### config.mk
export PLATFORM = sky130hd
export DESIGN_NAME = servo_sweep_ctrl_flat
export DESIGN_NICKNAME = d
export VERILOG_FILES = /design/src/rtl/servo_sweep_ctrl_if.sv /design/src/rtl/servo_sweep_ctrl.sv /design/src/flat_wrapper.sv
export SDC_FILE = /design/constraint.sdc
export NUM_CORES = 1
export LEC_CHECK = 0
export ABC_AREA = 1
export BUFFER_PORTS_ARGS = -buffer_cell sky130_fd_sc_hd__buf_2
export CORE_MARGIN = 2
export CORE_UTILIZATION = 40
export DETAILED_ROUTE_END_ITERATION = 8
export PLACE_DENSITY = 0.54
export SYNTH_ARGS = -nofsm -noshare
export SYNTH_HDL_FRONTEND = slang
export SYNTH_SLANG_ARGS = --single-unit
export TNS_END_PERCENT = 50
### constraint.sdc
create_clock -name clk -period 7.77 [get_ports clk]
set_input_delay 1.1655 -clock clk [delete_from_list [all_inputs] [get_ports clk]]
set_output_delay 1.1655 -clock clk [all_outputs]
set_load 0.1 [all_outputs]
### src/rtl/servo_sweep_ctrl_if.sv
// Control/status bundle between a sweep sequencer (master) and servo_sweep_ctrl (slave).
// Pulse inputs are single-cycle; duty feeds the 50 Hz PWM generator downstream.
interface servo_sweep_ctrl_if;
   logic       start;
   logic       stop;
   logic       dir_toggle;
   logic       set_min;
   logic       set_max;
   logic [6:0] limit_val;
   logic [6:0] duty;
   logic       busy;
   logic       at_limit;

   modport master (
      output start, stop, dir_toggle, set_min, set_max, limit_val,
      input  duty, busy, at_limit
   );

   modport slave (
      input  start, stop, dir_toggle, set_min, set_max, limit_val,
      output duty, busy, at_limit
   );
endinterface

### src/rtl/servo_sweep_ctrl.sv
// Servo duty sweeper: ramps duty between programmable limits one step per prescaler
// tick, dwelling at each end point, with stop/resume, direction reversal and limit loading.
module servo_sweep_ctrl #(
   parameter int SYS_CLK_HZ   = 100_000_000,
   parameter int STEP_MS      = 10,
   parameter int DWELL_STEPS  = 50,
   parameter int DUTY_MIN_RST = 15,
   parameter int DUTY_MAX_RST = 75
) (
   input  logic               clk,
   input  logic               reset_p,
   servo_sweep_ctrl_if.slave  bus
);

   localparam int PRESCALE = SYS_CLK_HZ / 1000 * STEP_MS;
   localparam int PW       = (PRESCALE > 1) ? $clog2(PRESCALE) : 1;
   localparam int DW       = (DWELL_STEPS > 0) ? $clog2(DWELL_STEPS + 1) : 1;

   localparam logic [PW-1:0] PS_LAST   = PW'(PRESCALE - 1);
   localparam logic [DW-1:0] DW_LAST   = DW'(DWELL_STEPS);
   localparam logic [6:0]    MIN_RST   = 7'(DUTY_MIN_RST);
   localparam logic [6:0]    MAX_RST   = 7'(DUTY_MAX_RST);
   localparam logic [6:0]    DUTY_CEIL = 7'd100;

   typedef enum logic [2:0] {IDLE, UP, DWELL_TOP, DOWN, DWELL_BOT} state_t;

   state_t        state, state_n;
   logic [PW-1:0] presc, presc_n;
   logic [DW-1:0] dwell, dwell_n;
   logic [6:0]    duty_q, duty_n, duty_c;
   logic [6:0]    duty_min, duty_max, dmin_n, dmax_n;
   logic          last_up, last_up_n;
   logic          busy_q, at_limit_q;
   logic          step_tick;

   assign step_tick = (state != IDLE) && (presc == PS_LAST);

   // Duty pulled into the current limits; equals duty_q except the cycle after a limit change.
   always_comb begin
      duty_c = duty_q;
      if (duty_q < duty_min)      duty_c = duty_min;
      else if (duty_q > duty_max) duty_c = duty_max;
   end

   always_comb begin
      state_n   = state;
      presc_n   = presc;
      dwell_n   = dwell;
      duty_n    = duty_c;
      dmin_n    = duty_min;
      dmax_n    = duty_max;
      last_up_n = last_up;

      if (state != IDLE)
         presc_n = (presc == PS_LAST) ? '0 : presc + 1'b1;

      // Strict priority chain: only the highest pending event acts this cycle.
      if (bus.stop) begin
         state_n = IDLE;
         presc_n = '0;
         case (state)
            UP, DWELL_BOT:   last_up_n = 1'b1;
            DOWN, DWELL_TOP: last_up_n = 1'b0;
            default: ;
         endcase
      end else if (bus.start) begin
         presc_n = '0;
         if (state == IDLE)
            state_n = last_up ? UP : DOWN;
      end else if (bus.dir_toggle) begin
         case (state)
            UP, DWELL_TOP:  state_n = DOWN;
            DOWN, DWELL_BOT: state_n = UP;
            default:         last_up_n = ~last_up;
         endcase
      end else if (bus.set_min) begin
         if (bus.limit_val != 7'd0 && bus.limit_val < duty_max)
            dmin_n = bus.limit_val;
      end else if (bus.set_max) begin
         if (bus.limit_val > duty_min && bus.limit_val <= DUTY_CEIL)
            dmax_n = bus.limit_val;
      end else if (step_tick) begin
         case (state)
            UP: begin
               if (duty_c < duty_max) duty_n = duty_c + 7'd1;
               else begin
                  state_n = DWELL_TOP;
                  dwell_n = '0;
               end
            end
            DOWN: begin
               if (duty_c > duty_min) duty_n = duty_c - 7'd1;
               else begin
                  state_n = DWELL_BOT;
                  dwell_n = '0;
               end
            end
            // Exit tick leaves duty alone; DWELL_STEPS=0 exits on the first tick.
            DWELL_TOP: begin
               if (dwell == DW_LAST) state_n = DOWN;
               else                  dwell_n = dwell + 1'b1;
            end
            DWELL_BOT: begin
               if (dwell == DW_LAST) state_n = UP;
               else                  dwell_n = dwell + 1'b1;
            end
            default: ;
         endcase
      end
   end

   always_ff @(posedge clk or posedge reset_p) begin
      if (reset_p) begin
         state      <= IDLE;
         presc      <= '0;
         dwell      <= '0;
         duty_q     <= MIN_RST;
         duty_min   <= MIN_RST;
         duty_max   <= MAX_RST;
         last_up    <= 1'b1;
         busy_q     <= 1'b0;
         at_limit_q <= 1'b0;
      end else begin
         state      <= state_n;
         presc      <= presc_n;
         dwell      <= dwell_n;
         duty_q     <= duty_n;
         duty_min   <= dmin_n;
         duty_max   <= dmax_n;
         last_up    <= last_up_n;
         busy_q     <= (state_n != IDLE);
         at_limit_q <= (state_n == DWELL_TOP) || (state_n == DWELL_BOT);
      end
   end

   assign bus.duty     = duty_q;
   assign bus.busy     = busy_q;
   assign bus.at_limit = at_limit_q;

endmodule

### src/flat_wrapper.sv
// flat-port wrapper written by rule: the top's interface ports become plain ports
module servo_sweep_ctrl_flat 
#(
   parameter int SYS_CLK_HZ   = 100_000_000,
   parameter int STEP_MS      = 10,
   parameter int DWELL_STEPS  = 50,
   parameter int DUTY_MIN_RST = 15,
   parameter int DUTY_MAX_RST = 75
)
  (clk, reset_p, bus_start, bus_stop, bus_dir_toggle, bus_set_min, bus_set_max, bus_limit_val, bus_duty, bus_busy, bus_at_limit);
  servo_sweep_ctrl_if bus_i ();
  input  logic clk;
  input  logic reset_p;
  input wire logic [$bits(bus_i.start)-1:0] bus_start;
  input wire logic [$bits(bus_i.stop)-1:0] bus_stop;
  input wire logic [$bits(bus_i.dir_toggle)-1:0] bus_dir_toggle;
  input wire logic [$bits(bus_i.set_min)-1:0] bus_set_min;
  input wire logic [$bits(bus_i.set_max)-1:0] bus_set_max;
  input wire logic [$bits(bus_i.limit_val)-1:0] bus_limit_val;
  output wire logic [$bits(bus_i.duty)-1:0] bus_duty;
  output wire logic [$bits(bus_i.busy)-1:0] bus_busy;
  output wire logic [$bits(bus_i.at_limit)-1:0] bus_at_limit;
  assign bus_i.start = bus_start;
  assign bus_i.stop = bus_stop;
  assign bus_i.dir_toggle = bus_dir_toggle;
  assign bus_i.set_min = bus_set_min;
  assign bus_i.set_max = bus_set_max;
  assign bus_i.limit_val = bus_limit_val;
  assign bus_duty = bus_i.duty;
  assign bus_busy = bus_i.busy;
  assign bus_at_limit = bus_i.at_limit;
  servo_sweep_ctrl #(.SYS_CLK_HZ(SYS_CLK_HZ), .STEP_MS(STEP_MS), .DWELL_STEPS(DWELL_STEPS), .DUTY_MIN_RST(DUTY_MIN_RST), .DUTY_MAX_RST(DUTY_MAX_RST)) u_core (.clk(clk), .reset_p(reset_p), .bus(bus_i));
endmodule
## After elaboration in Yosys (flattened, before gate mapping)

Index checks and enable logic that the tools add are counted.

| storage, ports and cells | value |
|---|---|
| register bits | 53 |
| output and inout port bits | 9 |

| operators by class | value |
|---|---|
| add/sub/neg operators | 4 |
| magnitude comparators | 7 |
| equality and inequality tests | 14 |
| mux-type cells | 38 |
| bitwise operators | 6 |
| reductions and logical operators | 21 |

Operators by type and width:

| operator | number |
|---|---|
| 2-to-1 mux 20 bit | 4 |
| 2-to-1 mux 7 bit | 10 |
| 2-to-1 mux 3 bit | 11 |
| > comparator 7 bit | 3 |
| < comparator 7 bit | 3 |
| adder 20 x 1 -> 20 bit, second input constant | 1 |
| == test 20 bit, second input constant | 1 |
| 2-to-1 mux 6 bit | 3 |
| case mux 6 bit (3 select lines) | 1 |
| case mux 7 bit (2 select lines) | 1 |
| case mux 3 bit (4 select lines) | 1 |
| nonzero test 3 bit | 4 |
| AND reduction 10 bit | 1 |
| OR reduction 2 bit | 5 |
| == test 3 x 2 -> 1 bit, second input constant | 3 |
| adder 7 x 1 -> 7 bit, second input constant | 1 |
| <= comparator 7 bit, second input constant | 1 |
| nonzero test 7 bit | 1 |
| subtractor 7 x 1 -> 7 bit, second input constant | 1 |
| adder 6 x 1 -> 6 bit, second input constant | 1 |
| == test 3 bit, second input constant | 2 |
| == test 6 bit, second input constant | 1 |
| inequality test 2 bit, second input constant | 3 |
| NOT 1 bit | 6 |
| other kinds (15) | 21 |

## Depth between registers and ports, before layout

| logic depth | value |
|---|---|
| depth after elaboration | 14 |
| gate-level depth with buffers | 31 |

## Least setup slack after synthesis

Ideal clock, no wire load.

| timing path | value |
|---|---|
| path kind | register to register |
| start point | reg u_core.duty_q[6] (netlist: u_core.bus.duty[6]) |
| end point | reg u_core.at_limit_q (netlist: u_core.bus.at_limit) |
| setup time | 0.066 ns |
| arrival | 3.778 ns |
| setup slack | 3.926 ns |
| stages on the path, launching flop included | 26 |
| path buffers | 1 |
| period minus slack after synthesis | 3.844 ns |
| cells stage by stage | dfrtp_1 -> ha_1 -> nand2_1 -> inv_1 -> nor2_1 -> o21a_1 -> nand2_1 -> buf_4 -> o21ai_2 -> inv_1 -> ha_1 -> a21oi_1 -> nor2_1 -> a211oi_1 -> nand2_1 -> nand2_1 -> nor2_1 -> inv_1 -> nand2_1 -> nor2_1 -> nand2_1 -> nand2_1 -> nand2_1 -> a21oi_2 -> nand3_1 -> nand2_1 |

| on the way | value |
|---|---|
| longest elaborated chain between the ends | 14 |

Ends and longest elaborated chain:

| element | line | RTL |
|---|---|---|
| start: declaration | servo_sweep_ctrl.sv:30 | `logic [6:0] duty_q, duty_n, duty_c;` |
| start signal: assignment | servo_sweep_ctrl.sv:127 | `duty_q <= duty_n;` |
| > comparator 7 bit | servo_sweep_ctrl.sv:42 | `else if (duty_q > duty_max) duty_c = duty_max;` |
| 2-to-1 mux 7 bit | servo_sweep_ctrl.sv:42 |  |
| 2-to-1 mux 7 bit * | servo_sweep_ctrl.sv:41 | `if (duty_q < duty_min) duty_c = duty_min;` |
| > comparator 7 bit or < comparator 7 bit (tied branches) | servo_sweep_ctrl.sv:92, servo_sweep_ctrl.sv:85 |  |
| 2-to-1 mux 3 bit, on equally long branches | servo_sweep_ctrl.sv:92, servo_sweep_ctrl.sv:85 |  |
| case mux 3 bit (4 select lines) * | servo_sweep_ctrl.sv:83 | `case (state)` |
| 2-to-1 mux 3 bit * | servo_sweep_ctrl.sv:82 | `end else if (step_tick) begin` |
| 2-to-1 mux 3 bit * | servo_sweep_ctrl.sv:79 | `end else if (bus.set_max) begin` |
| 2-to-1 mux 3 bit * | servo_sweep_ctrl.sv:76 | `end else if (bus.set_min) begin` |
| 2-to-1 mux 3 bit * | servo_sweep_ctrl.sv:70 | `end else if (bus.dir_toggle) begin` |
| 2-to-1 mux 3 bit * | servo_sweep_ctrl.sv:66 | `end else if (bus.start) begin` |
| 2-to-1 mux 3 bit * | servo_sweep_ctrl.sv:58 | `if (bus.stop) begin` |
| == test 3 x 2 -> 1 bit or == test 3 bit (tied branches) | servo_sweep_ctrl.sv:132 | `at_limit_q <= (state_n == DWELL_TOP) \|\| (state_n == DWELL_BOT);` |
| logical OR 1 bit * | servo_sweep_ctrl.sv:132 |  |
| end signal: assignment | servo_sweep_ctrl.sv:132 |  |
| end: declaration | servo_sweep_ctrl.sv:33 | `logic busy_q, at_limit_q;` |

Mark *: on every way between the ends. The rest lies on a longest branch, timed or not.
A chain may end at the register's enable or synchronous reset.

## Worst setup path in the final report

| timing path | value |
|---|---|
| start point | reg u_core.duty_min[2] |
| end point | reg u_core.at_limit_q (netlist: u_core.bus.at_limit) |

| on the way | value |
|---|---|
| longest elaborated chain between the ends | 13 |

Ends and longest elaborated chain:

| element | line | RTL |
|---|---|---|
| start: declaration | servo_sweep_ctrl.sv:31 | `logic [6:0] duty_min, duty_max, dmin_n, dmax_n;` |
| start signal: assignment | servo_sweep_ctrl.sv:128 | `duty_min <= dmin_n;` |
| < comparator 7 bit | servo_sweep_ctrl.sv:41 |  |
| 2-to-1 mux 7 bit | servo_sweep_ctrl.sv:41 |  |
| > comparator 7 bit or < comparator 7 bit (tied branches) | servo_sweep_ctrl.sv:92, servo_sweep_ctrl.sv:85 |  |
| 2-to-1 mux 3 bit, on equally long branches | servo_sweep_ctrl.sv:92, servo_sweep_ctrl.sv:85 |  |
| case mux 3 bit (4 select lines) * | servo_sweep_ctrl.sv:83 |  |
| 2-to-1 mux 3 bit * | servo_sweep_ctrl.sv:82 |  |
| 2-to-1 mux 3 bit * | servo_sweep_ctrl.sv:79 |  |
| 2-to-1 mux 3 bit * | servo_sweep_ctrl.sv:76 |  |
| 2-to-1 mux 3 bit * | servo_sweep_ctrl.sv:70 |  |
| 2-to-1 mux 3 bit * | servo_sweep_ctrl.sv:66 |  |
| 2-to-1 mux 3 bit * | servo_sweep_ctrl.sv:58 |  |
| == test 3 x 2 -> 1 bit or == test 3 bit (tied branches) | servo_sweep_ctrl.sv:132 |  |
| logical OR 1 bit * | servo_sweep_ctrl.sv:132 |  |

Marked as above.

==> flow_summary.toml <==
[synthesis]
synth_edf_count = 0
yosysMostFrequentCell = "nand2_1"
synthesis.area_um2 = 4360
yosysSeqAreaShare = 0.308
synth_area_leader_cell = "dfrtp_1"
syn_nets = 659
synth.top_cells.by_count = "nand2_1 (142), inv_1 (87), nor2_1 (46), ha_1 (44), nand3_1 (41)"
synthDistinctLibCells = 49
synth_top_area_share = 0.229
ys_top_cells_by_area = "dfrtp_1 (23%), ha_1 (13%), nand2_1 (12%)"
ys_warn_count = 0
ys.flop_type = "dfrtp_1"
ys_seq_elements = 53
synth_area_per_cell_um2 = 7.26
async_flop_share = 1.00
netlist_instances = 601

[setup_path]
crit_family = "simple AND/OR/NAND/NOR gates"
worstSetupPathType = "reg2reg"
critPathSlowestCell = "dfstp_2"
cp.arrival_ps = 4410
cp_data_required_time_ps = 8030
crit_top_cell = "nand2_1"
cp_num_buf_inv = 3
path_max_fanout = 12
cpPeakStageDelay_ps = 580
cp-end-kind = "flop"
start_kind = "flop"
crit_chain = "inv_1, ha_1, a21oi_1, nand2_1, nand2_1, nand2_1, o21ai_0, inv_1, ha_1, nand2_1, nor2_1, a211oi_1, nand2_1, nand2_1, nor2_1, inv_1, nand2_1, nor2_1, nand2_1, nand2_1, nand2_1, a21oi_2, nand3_1, nand2_1"

[floorplan]
io_pins = 23
die_x_um = 108
die_h_um = 108
rows = 38
start_util = 0.406
design.core.area_um2 = 10700
dieArea_um2 = 11800

[detailed_routing]
drc = 0
drt-vias-per-instance = 5.19
drt_iter0_drc = 185
vias = 3981
postRouteAntennaNets = 0
finalWirelength_um = 11000
routedWlPerCell_um = 14.4
drt-pass1-iter-count = 4

[cts]
holdBufCountCts = 0
cts-root-buf = "clkbuf_8"
cts_tree = "yes"
cts_resized = 0
cts_max_level = 2
clock_latency_ps = 320
numCtsBuffers = 5
clkTransAtPathRegs_ps = 120
clockBufferDepth = 2
postCtsSetupRepairBufs = 0
clock_sinks = 53

[sta]
max-slew-margin-rel = 0.294
final-setup-viol-count = 0
finClkSkew_ps = 12.8
rsz0062_at_grt = "no"
maxSlewViolCount = 0
fin_crit_ps = 4150
hold_viol = 0
period_share = 0.534
fmax_ghz = 0.241
tns_ps = 0
worst-slew-pin-transition_ps = 1050

[global_route]
grt_max_degree = 54
track_usage = 0.206
overflow = 0
antenna_found_initial = 0
grt_pass1_wl_um = 19300
grt_pass1_vias = 3933

[hold_path]
worstHoldPathType = "reg2reg"

[job]
maxCapViolations = 0

[layout]
seq_area_um2 = 1340
drive_gt1_frac = 0.150
multi_input_area_um2 = 2630
nFillCells = 1141
syn_to_final_growth_pct = 8.37
nNetsFinal = 684
instances_no_fill = 767
n_antenna_cell = 0

[place]
dp_cells = 759
place_hpwl_um = 8720
port_buffers = 22
gp_congestion = 0.859

[power]
powerDensity_nw_per_um2 = 391
power.leakage_uw = 0.00231
vdd_ir_drop_max_mv = 0.251

[run_status]
status = "finished, final reports clean"
-- per-layer routing --
layer	vias to the layer above	routed length [µm]	part of all wire	GRT usage
met5	-	0	0	0
met4	0	184	0.017	0.0540
met3	17	383	0.035	0.0235
met1	1852	5250	0.48	0.276
li1	2035	-	-	-
met2	77	5230	0.47	0.352
-- state kept, by name, summed over array words and instances, names as in the netlist --
register,count
u_core.presc,20
u_core.last_up,1
u_core.state,3
u_core.dwell,6
u_core.bus.busy,1
u_core.duty_max,7
u_core.duty_min,7
u_core.bus.at_limit,1
u_core.bus.duty,7
-- logic make-up (layout without fill, tap and decap cells) --
group | count (synthesis) | in the layout | share of synthesized area
AOI/OAI and AO/OA | 105 | 105 | 0.153
xor gates and xnor gates | 12 | 12 | 0.0241
adders and majority gates | 44 | 44 | 0.126
buffers and inverters | 100 | 126 | 0.0892
DFF | 53 | 53 | 0.308
and+or+nand+nor | 287 | 287 | 0.300
-- stage by stage --
step / power (µW) / instance area (µm²) / utilization / worst slack (ps) / hold WS [ps]
finish: 1850 / 4730 / 0.440 / 3620 / 497
global route: 2080 / 4730 / 0.440 / 3120 / 534
CTS: 1860 / 4730 / 0.440 / 3620 / 501
detailed placement: 1680 / 4630 / 0.430 / 3660 / 478
global placement: 1660 / 4630 / 0.430 / 3770 / 469
floorplan: 1420 / 4360 / - / 3930 / 453
-- final cells by class --
cell class / count / share of cell area
multi-input combinational: 448 / 0.556
tap: 140 / 0.0370
timing repair buffer: 23 / 0.0249
clock inverter: 3 / 0.00714
clock buffer: 5 / 0.0146
inverter: 95 / 0.0759
sequential: 53 / 0.284
-- layout by cell type (no fill, tap or decap), types with 7 or more instances in the layout --
cell | netlist | routed
nor3_1 | 16 | 16
ha_1 | 44 | 44
buf_2 | 0 | 22
dfstp_2 | 13 | 13
nor2_2 | 11 | 11
nand2_1 | 142 | 142
nor2_1 | 46 | 46
xor2_1 | 10 | 10
nand2_2 | 7 | 7
dfrtp_1 | 40 | 40
inv_1 | 87 | 86
inv_2 | 7 | 8
o21ai_0 | 40 | 40
a21oi_1 | 22 | 22
nand3_1 | 41 | 41
-- worst reg2reg max path, stage by stage (launching register included) --
cell,delay [ps]
dfstp_2,580
inv_1,90
ha_1,300
a21oi_1,130
nand2_1,100
nand2_1,60
nand2_1,310
o21ai_0,500
inv_1,190
ha_1,330
nand2_1,80
nor2_1,50
a211oi_1,220
nand2_1,90
nand2_1,130
nor2_1,80
inv_1,130
nand2_1,90
nor2_1,100
nand2_1,60
nand2_1,90
nand2_1,90
a21oi_2,150
nand3_1,80
nand2_1,80
-- power by group --
part | internal, µW | switching (µW) | leakage (µW) | total (µW)
Combinational | 394 | 887 | 0.00160 | 1280
Clock | 67.6 | 108 | 0.0000511 | 176
Sequential | 343 | 51.8 | 0.000655 | 395
-- path summary, 6_finish.rpt --
kind,cells past startpoint,start,end,slack [ps]
max,24,u_core.duty_min[2],u_core.bus.at_limit,3620
min in group asynchronous,3,reset_p,u_core.state[2],1030
min reg2reg,1,u_core.presc[7],u_core.presc[7],500
max in group asynchronous,3,reset_p,u_core.presc[7],6290
max reg2reg,24,u_core.duty_min[2],u_core.bus.at_limit,3620
min,1,u_core.presc[7],u_core.presc[7],500
Power figures use the tool's default switching activity.
